`src/rtl/uart_pkg.sv`:
```
// uart_pkg: shared UART constants and the receive-side capture FSM encoding
package uart_pkg;
    localparam int DATA_WIDTH = 8;
    typedef enum logic {sIdle = 1'b0, sClear = 1'b1} rx_state_t;
endpackage

```
`src/rtl/uart_rx_buffer_if.sv`:
```
// uart_rx_buffer_if: receiver handshake, consumer valid/ack and status signals
interface uart_rx_buffer_if #(
    parameter int DATA_WIDTH = uart_pkg::DATA_WIDTH,
    parameter int ADDR_WIDTH = 4
);
    logic [DATA_WIDTH-1:0] rx_data;
    logic                  rx_ready;
    logic                  rx_reset_ready;
    logic [DATA_WIDTH-1:0] out_data;
    logic                  out_valid;
    logic                  out_ack;
    logic [ADDR_WIDTH:0]   count;
    logic                  overflow;
    logic                  clear_overflow;
    modport master (
        output rx_data, rx_ready, out_ack, clear_overflow,
        input  rx_reset_ready, out_data, out_valid, count, overflow
    );
    modport slave (
        input  rx_data, rx_ready, out_ack, clear_overflow,
        output rx_reset_ready, out_data, out_valid, count, overflow
    );
endinterface

```
`src/rtl/uart_byte_fifo.sv`:
```
// uart_byte_fifo: first-word fall-through byte FIFO with an explicit occupancy count
module uart_byte_fifo #(
    parameter int DATA_WIDTH = 8,
    parameter int DEPTH      = 16,
    parameter int ADDR_WIDTH = 4
) (
    input  logic                  clk,
    input  logic                  reset,
    input  logic                  push,
    input  logic                  pop_req,
    input  logic [DATA_WIDTH-1:0] din,
    output logic [DATA_WIDTH-1:0] dout,
    output logic [ADDR_WIDTH:0]   count,
    output logic                  valid,
    output logic                  accept
);
    logic [DATA_WIDTH-1:0] mem [DEPTH];
    logic [ADDR_WIDTH-1:0] rd_ptr, wr_ptr;
    logic [ADDR_WIDTH:0]   next_count;
    logic                  full, pop;
    always_comb begin
        full       = count == (ADDR_WIDTH+1)'(DEPTH);
        pop        = pop_req & valid;
        // a pop frees a slot in the same cycle, so a full FIFO can still accept
        accept     = push & (~full | pop);
        next_count = count + (ADDR_WIDTH+1)'(accept) - (ADDR_WIDTH+1)'(pop);
    end
    always_ff @(posedge clk or posedge reset) begin
        if (reset) begin
            count  <= '0;
            valid  <= 1'b0;
            rd_ptr <= '0;
            wr_ptr <= '0;
        end else begin
            count  <= next_count;
            valid  <= next_count != '0;
            rd_ptr <= rd_ptr + ADDR_WIDTH'(pop);
            wr_ptr <= wr_ptr + ADDR_WIDTH'(accept);
        end
    end
    always_ff @(posedge clk)
        if (accept) mem[wr_ptr] <= din;
    assign dout = mem[rd_ptr];
endmodule

```
`src/rtl/uart_rx_buffer.sv`:
```
// uart_rx_buffer: captures bytes from uart_receive into a FIFO and flags drops
module uart_rx_buffer #(
    parameter int DATA_WIDTH = uart_pkg::DATA_WIDTH,
    parameter int DEPTH      = 16,
    parameter int ADDR_WIDTH = 4
) (
    input logic              clk,
    input logic              reset,
    uart_rx_buffer_if.slave  bus
);
    import uart_pkg::*;
    rx_state_t state, next_state;
    logic      capture, accept;
    always_ff @(posedge clk or posedge reset)
        if (reset) state <= sIdle;
        else       state <= next_state;
    // either state heads to sClear while ready is high and back to sIdle once it drops
    always_comb next_state = bus.rx_ready ? sClear : sIdle;
    always_comb begin
        capture            = (state == sIdle) & bus.rx_ready;
        bus.rx_reset_ready = state == sClear;
    end
    always_ff @(posedge clk or posedge reset)
        if (reset)                  bus.overflow <= 1'b0;
        else if (capture & ~accept) bus.overflow <= 1'b1;
        else if (bus.clear_overflow) bus.overflow <= 1'b0;
    uart_byte_fifo #(
        .DATA_WIDTH(DATA_WIDTH),
        .DEPTH     (DEPTH),
        .ADDR_WIDTH(ADDR_WIDTH)
    ) u_fifo (
        .clk    (clk),
        .reset  (reset),
        .push   (capture),
        .pop_req(bus.out_ack),
        .din    (bus.rx_data),
        .dout   (bus.out_data),
        .count  (bus.count),
        .valid  (bus.out_valid),
        .accept (accept)
    );
endmodule

```
`src/flat_wrapper.sv`:
```
// flat-port wrapper written by rule: the top's interface ports become plain ports
module uart_rx_buffer_flat import uart_pkg::*;
#(
    parameter int DATA_WIDTH = uart_pkg::DATA_WIDTH,
    parameter int DEPTH      = 16,
    parameter int ADDR_WIDTH = 4
)
  (clk, reset, bus_rx_data, bus_rx_ready, bus_out_ack, bus_clear_overflow, bus_rx_reset_ready, bus_out_data, bus_out_valid, bus_count, bus_overflow);
  uart_rx_buffer_if #(.DATA_WIDTH(DATA_WIDTH), .ADDR_WIDTH(ADDR_WIDTH)) bus_i ();
  input logic clk;
  input logic reset;
  input wire logic [$bits(bus_i.rx_data)-1:0] bus_rx_data;
  input wire logic [$bits(bus_i.rx_ready)-1:0] bus_rx_ready;
  input wire logic [$bits(bus_i.out_ack)-1:0] bus_out_ack;
  input wire logic [$bits(bus_i.clear_overflow)-1:0] bus_clear_overflow;
  output wire logic [$bits(bus_i.rx_reset_ready)-1:0] bus_rx_reset_ready;
  output wire logic [$bits(bus_i.out_data)-1:0] bus_out_data;
  output wire logic [$bits(bus_i.out_valid)-1:0] bus_out_valid;
  output wire logic [$bits(bus_i.count)-1:0] bus_count;
  output wire logic [$bits(bus_i.overflow)-1:0] bus_overflow;
  assign bus_i.rx_data = bus_rx_data;
  assign bus_i.rx_ready = bus_rx_ready;
  assign bus_i.out_ack = bus_out_ack;
  assign bus_i.clear_overflow = bus_clear_overflow;
  assign bus_rx_reset_ready = bus_i.rx_reset_ready;
  assign bus_out_data = bus_i.out_data;
  assign bus_out_valid = bus_i.out_valid;
  assign bus_count = bus_i.count;
  assign bus_overflow = bus_i.overflow;
  uart_rx_buffer #(.DATA_WIDTH(DATA_WIDTH), .DEPTH(DEPTH), .ADDR_WIDTH(ADDR_WIDTH)) u_core (.clk(clk), .reset(reset), .bus(bus_i));
endmodule
```
`config.mk`:
```
export PLATFORM = sky130hd
export DESIGN_NAME = uart_rx_buffer_flat
export DESIGN_NICKNAME = d
export VERILOG_FILES = /design/src/rtl/uart_pkg.sv /design/src/rtl/uart_rx_buffer_if.sv /design/src/rtl/uart_byte_fifo.sv /design/src/rtl/uart_rx_buffer.sv /design/src/flat_wrapper.sv
export SDC_FILE = /design/constraint.sdc
export NUM_CORES = 1
export LEC_CHECK = 0
export CORE_ASPECT_RATIO = 0.9
export CORE_MARGIN = 2
export CORE_UTILIZATION = 35
export DETAILED_ROUTE_END_ITERATION = 8
export PLACE_DENSITY_LB_ADDON = 0.1
export SLEW_MARGIN = 0
export SYNTH_ARGS = -nofsm -noshare
export SYNTH_HDL_FRONTEND = slang
export SYNTH_SLANG_ARGS = --single-unit
export TNS_END_PERCENT = 100
```
`constraint.sdc`:
```
create_clock -name clk -period 2.8 [get_ports clk]
set_input_delay 0.28 -clock clk [delete_from_list [all_inputs] [get_ports clk]]
set_output_delay 0.28 -clock clk [all_outputs]
set_load 0.005 [all_outputs]
```
# Word level (Yosys, flattened, before mapping)

Memories as Yosys holds them, arrays and structs flattened.
Index checks and enable logic that the tools add are counted.

Flip-flop bits (word level): 16
Bits in writable memories: 128
Input bits: 13
Logic and storage cells: 27
Memories: 1

Add/subtract/negate cells: 4
Equal/unequal tests: 1
Muxes and demuxes: 5
Bitwise operators: 8
Reduce and logical (&&, ||, !) cells: 2

Memory list:

| name              | words | width | rd ports | clocked after memory_dff | wr ports | line                 | RTL |
|---|---|---|---|---|---|---|---|
| u_core.u_fifo.mem | 16    | 8     | 1        | 0                        | 1        | uart_byte_fifo.sv:17 | `logic [DATA_WIDTH-1:0] mem [DEPTH];` |

Operator list:

| cell                                        | count |
|---|---|
| 4-bit by 1-bit adder with 4-bit output      | 2 |
| 5-bit by 1-bit adder with 5-bit output      | 1 |
| 5-bit == test (second input constant)       | 1 |
| 1-bit two-way mux                           | 5 |
| 5-bit nonzero test                          | 1 |
| 5-bit by 1-bit subtractor with 5-bit output | 1 |
| 1-bit bitwise AND                           | 4 |
| 1-bit inverter                              | 3 |
| 2-bit nonzero test                          | 1 |
| 1-bit OR                                    | 1 |

# Depth between registers and ports, before layout

Gate-level depths: netlist of the first run.

Depth after elaboration: 7
Mapped depth: 11

# Hierarchy

From an unflattened synthesis of the first run, not the netlist that was laid out.

Cell total of the unflattened synthesis: 316
Area total of the unflattened synthesis: 5,826.8 sq um

By module, submodules not included:

| module         | times used | cells each | area each (sq um) |
|---|---|---|---|
| uart_byte_fifo | 1          | 309        | 5,743.0 |
| uart_rx_buffer | 1          | 7          | 83.8 |

# Least setup slack after synthesis of the first run

OpenSTA, ideal clock, no wires.

Kind: reg-to-reg
Start: register u_core.u_fifo.count[3]
End: register u_core.u_fifo.valid
Library setup time: 131 ps
Arrival: 2,280 ps
Required time: 2,669 ps
Path slack: 389 ps
Stages on the path, launching flop included: 11
Buffers on the path: 0
Period minus slack after synthesis: 2,411 ps
Cells stage by stage: dfrtp_1 inv_1 ha_1 nand4_1 nand2b_1 o21ai_1 ha_1 fa_1 xor2_1 or3_1 or3_1

Longest elaborated chain between the ends: 7

RTL lines:

| element                                     | line                 | RTL |
|---|---|---|
| start: declaration                          | uart_byte_fifo.sv:13 | `output logic [ADDR_WIDTH:0] count,` |
| start signal: assignment                    | uart_byte_fifo.sv:35 | `count <= next_count;` |
| 5-bit == test                               | uart_byte_fifo.sv:22 | `full = count == (ADDR_WIDTH+1)'(DEPTH);` |
| 1-bit inverter                              | uart_byte_fifo.sv:25 | `accept = push & (~full \| pop);` |
| 1-bit OR                                    | uart_byte_fifo.sv:25 |  |
| 1-bit bitwise AND                           | uart_byte_fifo.sv:25 |  |
| 5-bit by 1-bit adder with 5-bit output      | uart_byte_fifo.sv:26 | `next_count = count + (ADDR_WIDTH+1)'(accept) - (ADDR_WIDTH+1)'(pop);` |
| 5-bit by 1-bit subtractor with 5-bit output | uart_byte_fifo.sv:26 |  |
| named net u_core.u_fifo.next_count[2]       | uart_byte_fifo.sv:19 | `logic [ADDR_WIDTH:0] next_count;` |
| 5-bit nonzero test                          | uart_byte_fifo.sv:36 | `valid <= next_count != '0;` |
| end signal: assignment                      | uart_byte_fifo.sv:31 | `valid <= 1'b0;` |
| end signal: assignment                      | uart_byte_fifo.sv:36 |  |
| end: declaration                            | uart_byte_fifo.sv:14 | `output logic valid,` |

The timed path passes the listed nets, and every way through them passes these cells.
A chain may end at the register's enable or synchronous reset.

# Worst setup path after layout of the first run

Start: register u_core.u_fifo.rd_ptr[0]
End: output bus_out_data[4]

Longest elaborated chain between the ends: 1

RTL lines:

| element                  | line                 | RTL |
|---|---|---|
| start: declaration       | uart_byte_fifo.sv:18 | `logic [ADDR_WIDTH-1:0] rd_ptr, wr_ptr;` |
| start signal: assignment | uart_byte_fifo.sv:37 | `rd_ptr <= rd_ptr + ADDR_WIDTH'(pop);` |
| memory read 16 x 8 bit   | -                    |  |
| end: declaration         | flat_wrapper.sv:17   | `output wire logic [$bits(bus_i.out_data)-1:0] bus_out_data;` |

No other way between the ends.

==> results.cfg, run 1 <==
[cells_and_area]
fin_util = 0.449
syn_to_final_growth_pct = 25.0
drive_above_1_share = 0.254
nets = 399
diodes = 0
stdcell_count = 596

[logic_synthesis]
synth_simple_gate_area_frac = 0.0366
synthAdderAreaFrac = 0.0228
avgSynthCellArea_sq_um = 18.4
ys_warn_count = 0
synth_top_family_by_area = multiplexers
syn_nets = 339
synth-xor-area-share = 0.0121
async_flop_share = 0.111
synth_seq_cells = 144
synth_cell_type_count = 37
synthesis.instances = 316
synth_area_sq_um = 5810
yosys_most_used_dff = edfxtp_1
synth_mux_area_frac = 0.117
synth_compound_area_frac = 0.0497
ys_seq_area_frac = 0.730
synth_edf_count = 128

[job]
drv_cap = 0

[sta]
fmaxAchievable_mhz = 368
final.period_utilization = 0.972
skew_ns = 0.00671
timing.max_slew.rel_slack = 0.516
rsz0062_at_grt = true
hold_viol = 0
tightest_slew_ns = 0.724
timing_max_transition_violations_final = 0
period_needed_ns = 2.72
finalSetupViolCount = 0

[setup_path]
cp_cell_sequence = buf_12 -> mux4_2 -> a22oi_1 -> nand2_1 -> clkdlybuf4s50_1
crit_family = buffers and inverters
cp.arrival_ns = 2.44
critPathLaunch = u_core.u_fifo.rd_ptr[0]
path_max_fanout = 13
reg2reg_from = u_core.u_fifo.count[2]
cp-start-kind = register
cp-end-kind = output port
cp_slowest_cell = mux4_2
cp.required_ns = 2.52
worst-setup-path-type = register to output port
regToRegSetupSlack_ns = 0.30
path_buf_inv = 2
cpPeakStageDelay_ns = 0.57

[routing]
dr.pass1.iters = 5
vias = 2997
drc_errors = 0
viasPerCell = 5.03
wl_per_cell_um = 21.6
drt-initial-drc-count = 187
wl_mm = 12.8
ant_nets = 0

[cts]
clk_pin_slew_ns = 0.06
cts.sinks = 144
root_buffer = clkbuf_16
clk_path_buf_depth = 2
cts_hold_buf = 0
cts_buffers = 17
insertion_delay_ns = 0.41
htree_levels = 4
cts_tree = done

[power_and_ir_drop]
power.density_nw_per_um2 = 1060
power_frac_clock = 0.301
combPwrFrac = 0.342
switching_power_mw = 2.39
p_leak_nw = 2.58
p_sw_frac = 0.310
p_int_mw = 5.31
ir_drop_mv = 0.576
seq_power_share = 0.357

[placed_design]
place.gp.congestion = 0.724
dp_hpwl_mm = 8.13
io_buffers = 28
dp_cells = 561

[run_status]
status = complete, no violations

[floorplan]
row_count = 44
die_w_um = 140
start_util = 0.359
dieArea_sq_um = 17600
fp.dieH_um = 126
coreArea_sq_um = 16200
num_io_pins = 29

[global_routing]
grt_antenna_before_repair = 0
grt_start_max_net_pins = 27
grt_util_all_layers = 0.151
grt_pass1_vias = 3073
grt_pass1_wl_mm = 19.1
overflow = 0

[min_path]
hold_class = input pin to asynchronous set/reset pin
[layout make-up]
type / instances / area [sq um]
fillers: 1422 / 8920
flip-flops and latches: 144 / 4250
multi-input cells: 148 / 1570
repair buffers: 57 / 561
clock buffers: 19 / 433
well taps: 207 / 259
clock inverters: 13 / 169
inverters: 8 / 30.0
[per-layer routing]
metal | part of all wire | global-route usage | up-vias
met5 | 0 | 0 | -
met4 | 0.014 | 0.0529 | 0
met3 | 0.040 | 0.0376 | 12
met2 | 0.48 | 0.234 | 52
met1 | 0.46 | 0.209 | 1551
li1 | - | - | 1382
[cells in the final DEF (no fill, tap or decap), drive strengths merged, types with 3 or more instances in the layout]
cell,n
nand2,12
a22oi,8
clkdlybuf4s50,23
bufinv,4
xnor2,3
clkinv,7
ha,9
mux4,16
buf,28
mux2i,32
o21ai,9
nor4,3
dlymetal6s2s,5
nor3,3
inv,8
edfxtp,128
a221oi,16
nand2b,4
clkbuf,20
dfrtp,16
nor2,11
xor2,5
[power groups by stage]
stage	clock [mW]	sequential [mW]	combinational (mW)
after floorplan	0	2.68	1.59
final	2.31	2.75	2.63
after global routing	2.44	2.78	2.88
after global placement	0	2.77	2.41
after detailed placement	0	2.78	2.41
after CTS	2.35	2.74	2.52
[registers in the layout (all words and copies together) (netlist names)]
signal and count:
u_core.u_fifo.wr_ptr 4, u_core.u_fifo.rd_ptr 4, u_core.bus.rx_reset_ready 1, u_core.bus.overflow 1, u_core.u_fifo.mem 128, u_core.u_fifo.count 5, u_core.u_fifo.valid 1
[metrics by stage]
| step | hold WS (ns) | setup slack (ns) | setup TNS (ns) | total power, mW | cell area, sq um |
|---|---|---|---|---|---|
| after floorplan | 0.194 | 0.389 | 0 | 4.27 | 5810 |
| after global placement | 0.482 | 0.206 | 0 | 5.18 | 6450 |
| after detailed placement | 0.495 | 0.146 | 0 | 5.19 | 6450 |
| after CTS | 0.281 | -0.0411 | -0.0456 | 7.61 | 7120 |
| after global routing | 0.328 | -0.00844 | -0.0169 | 8.09 | 7260 |
| final | 0.255 | 0.0794 | 0 | 7.70 | 7260 |
[worst paths after layout]
path / endpoint / cells after the start
max: bus_out_data[4] / 5
min in group clk: u_core.bus.rx_reset_ready / 1
min reg2reg: u_core.u_fifo.rd_ptr[2] / 1
min: u_core.bus.overflow / 2
max in group asynchronous: u_core.u_fifo.rd_ptr[0] / 2
max reg2reg: u_core.u_fifo.valid / 10
[repair_timing]
item	4_1_cts	5_1_grt
pin swaps	0	2
setup buffers	0	1
cloned	0	2
endpoints found under the setup margin	6	8
resized for setup	11	21
[synthesized netlist by cell type, types with 2 or more instances]
library cell / number / area (sq um)
nand2b_1: 4 / 25.0
buf_2: 2 / 10.0
a21oi_1: 2 / 10.0
or3_1: 2 / 12.5
xnor2_1: 3 / 26.3
nand3_1: 2 / 10.0
a22oi_1: 8 / 60.1
nand3b_1: 2 / 15.0
mux2i_1: 32 / 320
dfrtp_1: 16 / 400
nor3_1: 3 / 15.0
nor4_1: 3 / 18.8
a221oi_1: 14 / 123
mux4_2: 16 / 360
a221oi_2: 2 / 30.0
edfxtp_1: 128 / 3840
inv_1: 7 / 26.3
buf_4: 3 / 22.5
clkbuf_1: 5 / 18.8
buf_6: 4 / 45.0
ha_1: 9 / 113
nand2_1: 12 / 45.0
buf_12: 2 / 40.0
nor2_1: 11 / 41.3
o21ai_0: 8 / 40.0
xor2_1: 5 / 43.8
[kinds of logic after synthesis]
family                     after synthesis
AOI/OAI and AO/OA                       38
and+or+nand+nor                         43
xor gates and xnor gates                 8
adders and majority gates               10
muxes                                   48
DFF                                    144
buffers and inverters                   25
(Power assumes the default switching activity.)
==> run 2, diff against run 1 <==
- ABC_AREA: default -> 1
==> results.cfg, run 2 <==
[logic_synthesis]
avgSynthCellArea_sq_um = 10.3
synth_compound_area_frac = 0.00261
synth_edf_count = 128
synth_simple_gate_area_frac = 0.224
yosysMostFrequentCell = nand2_1
ys_warn_count = 0
synth_top_area_cell = edfxtp_1
synth_area_sq_um = 6220
yosys_most_used_dff = edfxtp_1
synth-xor-area-share = 0.00704
ys_seq_area_frac = 0.682
synth_cell_type_count = 20
synth_top_family_by_area = simple AND/OR/NAND/NOR gates
syn_nets = 625
netlist_top_cells_count = nand2_1 (222), edfxtp_1 (128), nor2_1 (68)
synth_top_area_share = 0.617
synth_mux_area_frac = 0
synthesis.instances = 602
netlist_top_cells_area = edfxtp_1 (62%), nand2_1 (13%), dfrtp_1 (6.4%)
synth_seq_cells = 144
synthAdderAreaFrac = 0.0213
async_flop_share = 0.111

[routing]
wl_per_cell_um = 15.9
wl_mm = 14.4
drc_errors = 0
viasPerCell = 4.47
dr.pass1.iters = 4
vias = 4036
ant_nets = 0
drt-initial-drc-count = 278

[setup_path]
cp-start-kind = register
reg2reg_from = u_core.u_fifo.count[3]
regToRegSetupSlack_ns = 0.52
cp.arrival_ns = 2.38
cp-end-kind = output port
cp.required_ns = 2.52
worst-setup-path-type = register to output port
path_max_fanout = 32
critPathLaunch = u_core.u_fifo.rd_ptr[0]
reg2reg_depth = 12

[sta]
fin_tns_setup_ns = 0
period_needed_ns = 2.66
rsz0062_at_grt = false
tightest_slew_ns = 0.788
final.period_utilization = 0.950
timing.max_slew.rel_slack = 0.473
skew_ns = 0.00702
timing_max_transition_violations_final = 0
holdWs_ns = 0.237
hold_viol = 0
fmaxAchievable_mhz = 376
finalSetupViolCount = 0

[floorplan]
fp.dieH_um = 131
die_w_um = 145
row_count = 46
dieArea_sq_um = 18900
num_io_pins = 29
start_util = 0.356
coreArea_sq_um = 17500

[power_and_ir_drop]
power_mw = 7.55
p_leak_nw = 3.12
power.density_nw_per_um2 = 1010
ir_drop_mv = 0.564

[cts]
clk_pin_slew_ns = 0.05
root_buffer = clkbuf_16
cts.sinks = 144
clk_path_buf_depth = 2
cts_tree = done
htree_levels = 4
cts_buffers = 17
insertion_delay_ns = 0.42

[placed_design]
io_buffers = 28
dp_hpwl_mm = 9.09
place.gp.congestion = 0.839

[global_routing]
grt_start_max_net_pins = 39
grt_util_all_layers = 0.168
overflow = 0
grt_pass1_vias = 4028
grt_pass1_wl_mm = 22.4
grt_antenna_before_repair = 0

[run_status]
status = complete, no violations

[cells_and_area]
largest_reg_flops = 128
fin_util = 0.426
syn_to_final_growth_pct = 19.7
n_fill_cell = 1711
drive_above_1_share = 0.0799
most-common-layout-cells = nand2_1 (222), edfxtp_1 (128), nor2_1 (68)
multi_input_area_sq_um = 1590
top_register = u_core.u_fifo.mem
reg_top3 = u_core.u_fifo.mem: 128 flops, u_core.u_fifo.count: 5 flops
diodes = 0
nets = 675
final_common_cell = nand2_1
seqCellArea_sq_um = 4250

[job]
drv_cap = 0

[min_path]
hold_class = input pin to asynchronous set/reset pin
[run 2: kinds of logic (layout without fill, tap and decap cells)]
| logic type | count (synthesis) | in the layout |
|---|---|---|
| AO/OA/AOI/OAI | 3 | 3 |
| XOR/XNOR | 5 | 5 |
| buffers and inverters | 91 | 152 |
| flip-flops | 144 | 144 |
| adder cells (fa/ha/maj) | 10 | 10 |
| AND/OR/NAND/NOR | 349 | 349 |
[run 2: repair_timing]
item	4_1_cts	5_1_grt
resized for setup	3	1
setup endpoints to repair	2	2
hold buffers	0	0
pin swaps	0	0
setup buffers	0	2
[run 2: area by class of cell]
class                   count  share of cell area
flip-flops and latches    144               0.570
multi-input cells         367               0.213
repair buffers             52              0.0657
clock buffers              20              0.0586
well taps                 240              0.0403
inverters                  70              0.0359
clock inverters            10              0.0161
[run 2: per-stage QoR]
| step | instances | instance area, sq um | setup WS (ns) |
|---|---|---|---|
| after floorplan | 602 | 6220 | 0.722 |
| after CTS | 901 | 7430 | 0.0564 |
| after detailed placement | 871 | 6870 | 0.308 |
| final | 903 | 7450 | 0.141 |
| after global placement | 871 | 6870 | 0.400 |
| after global routing | 903 | 7450 | 0.00912 |
[run 2: layer usage]
layer	wire [um]	vias up	GRT usage
li1	-	2036	-
met1	6580	1883	0.221
met2	6810	96	0.268
met3	678	21	0.0390
met4	320	0	0.0731
met5	0	-	0
[run 2: critical path, cell delays in order, from the launching register on]
cell	delay [ns]
dfrtp_4	0.58
inv_6	0.15
buf_12	0.21
nand2_1	0.08
nand2_1	0.06
nand2_1	0.04
nand3_1	0.12
nand2_1	0.07
nand2_1	0.11
clkdlybuf4s50_1	0.52
[run 2: path summary, 6_finish.rpt]
path | to
max | bus_out_data[6]
min | u_core.bus.rx_reset_ready
max reg2reg | u_core.u_fifo.valid
min reg2reg | u_core.u_fifo.rd_ptr[2]
max in group asynchronous | u_core.u_fifo.rd_ptr[0]
min in group clk | u_core.bus.rx_reset_ready
[run 2: where the power goes]
part,switching (mW),internal (mW),total (mW),leakage (nW)
Clock,0.800,1.37,2.17,0.273
Combinational,1.63,0.997,2.63,1.51
Sequential,0.190,2.56,2.75,1.34
Total,2.62,4.93,7.55,3.12
==> run 3, diff against run 2 <==
- SLEW_MARGIN: 0 -> default
==> results of run 3 <==
No change in the layout: final DEF, timing and power equal those of run 2.
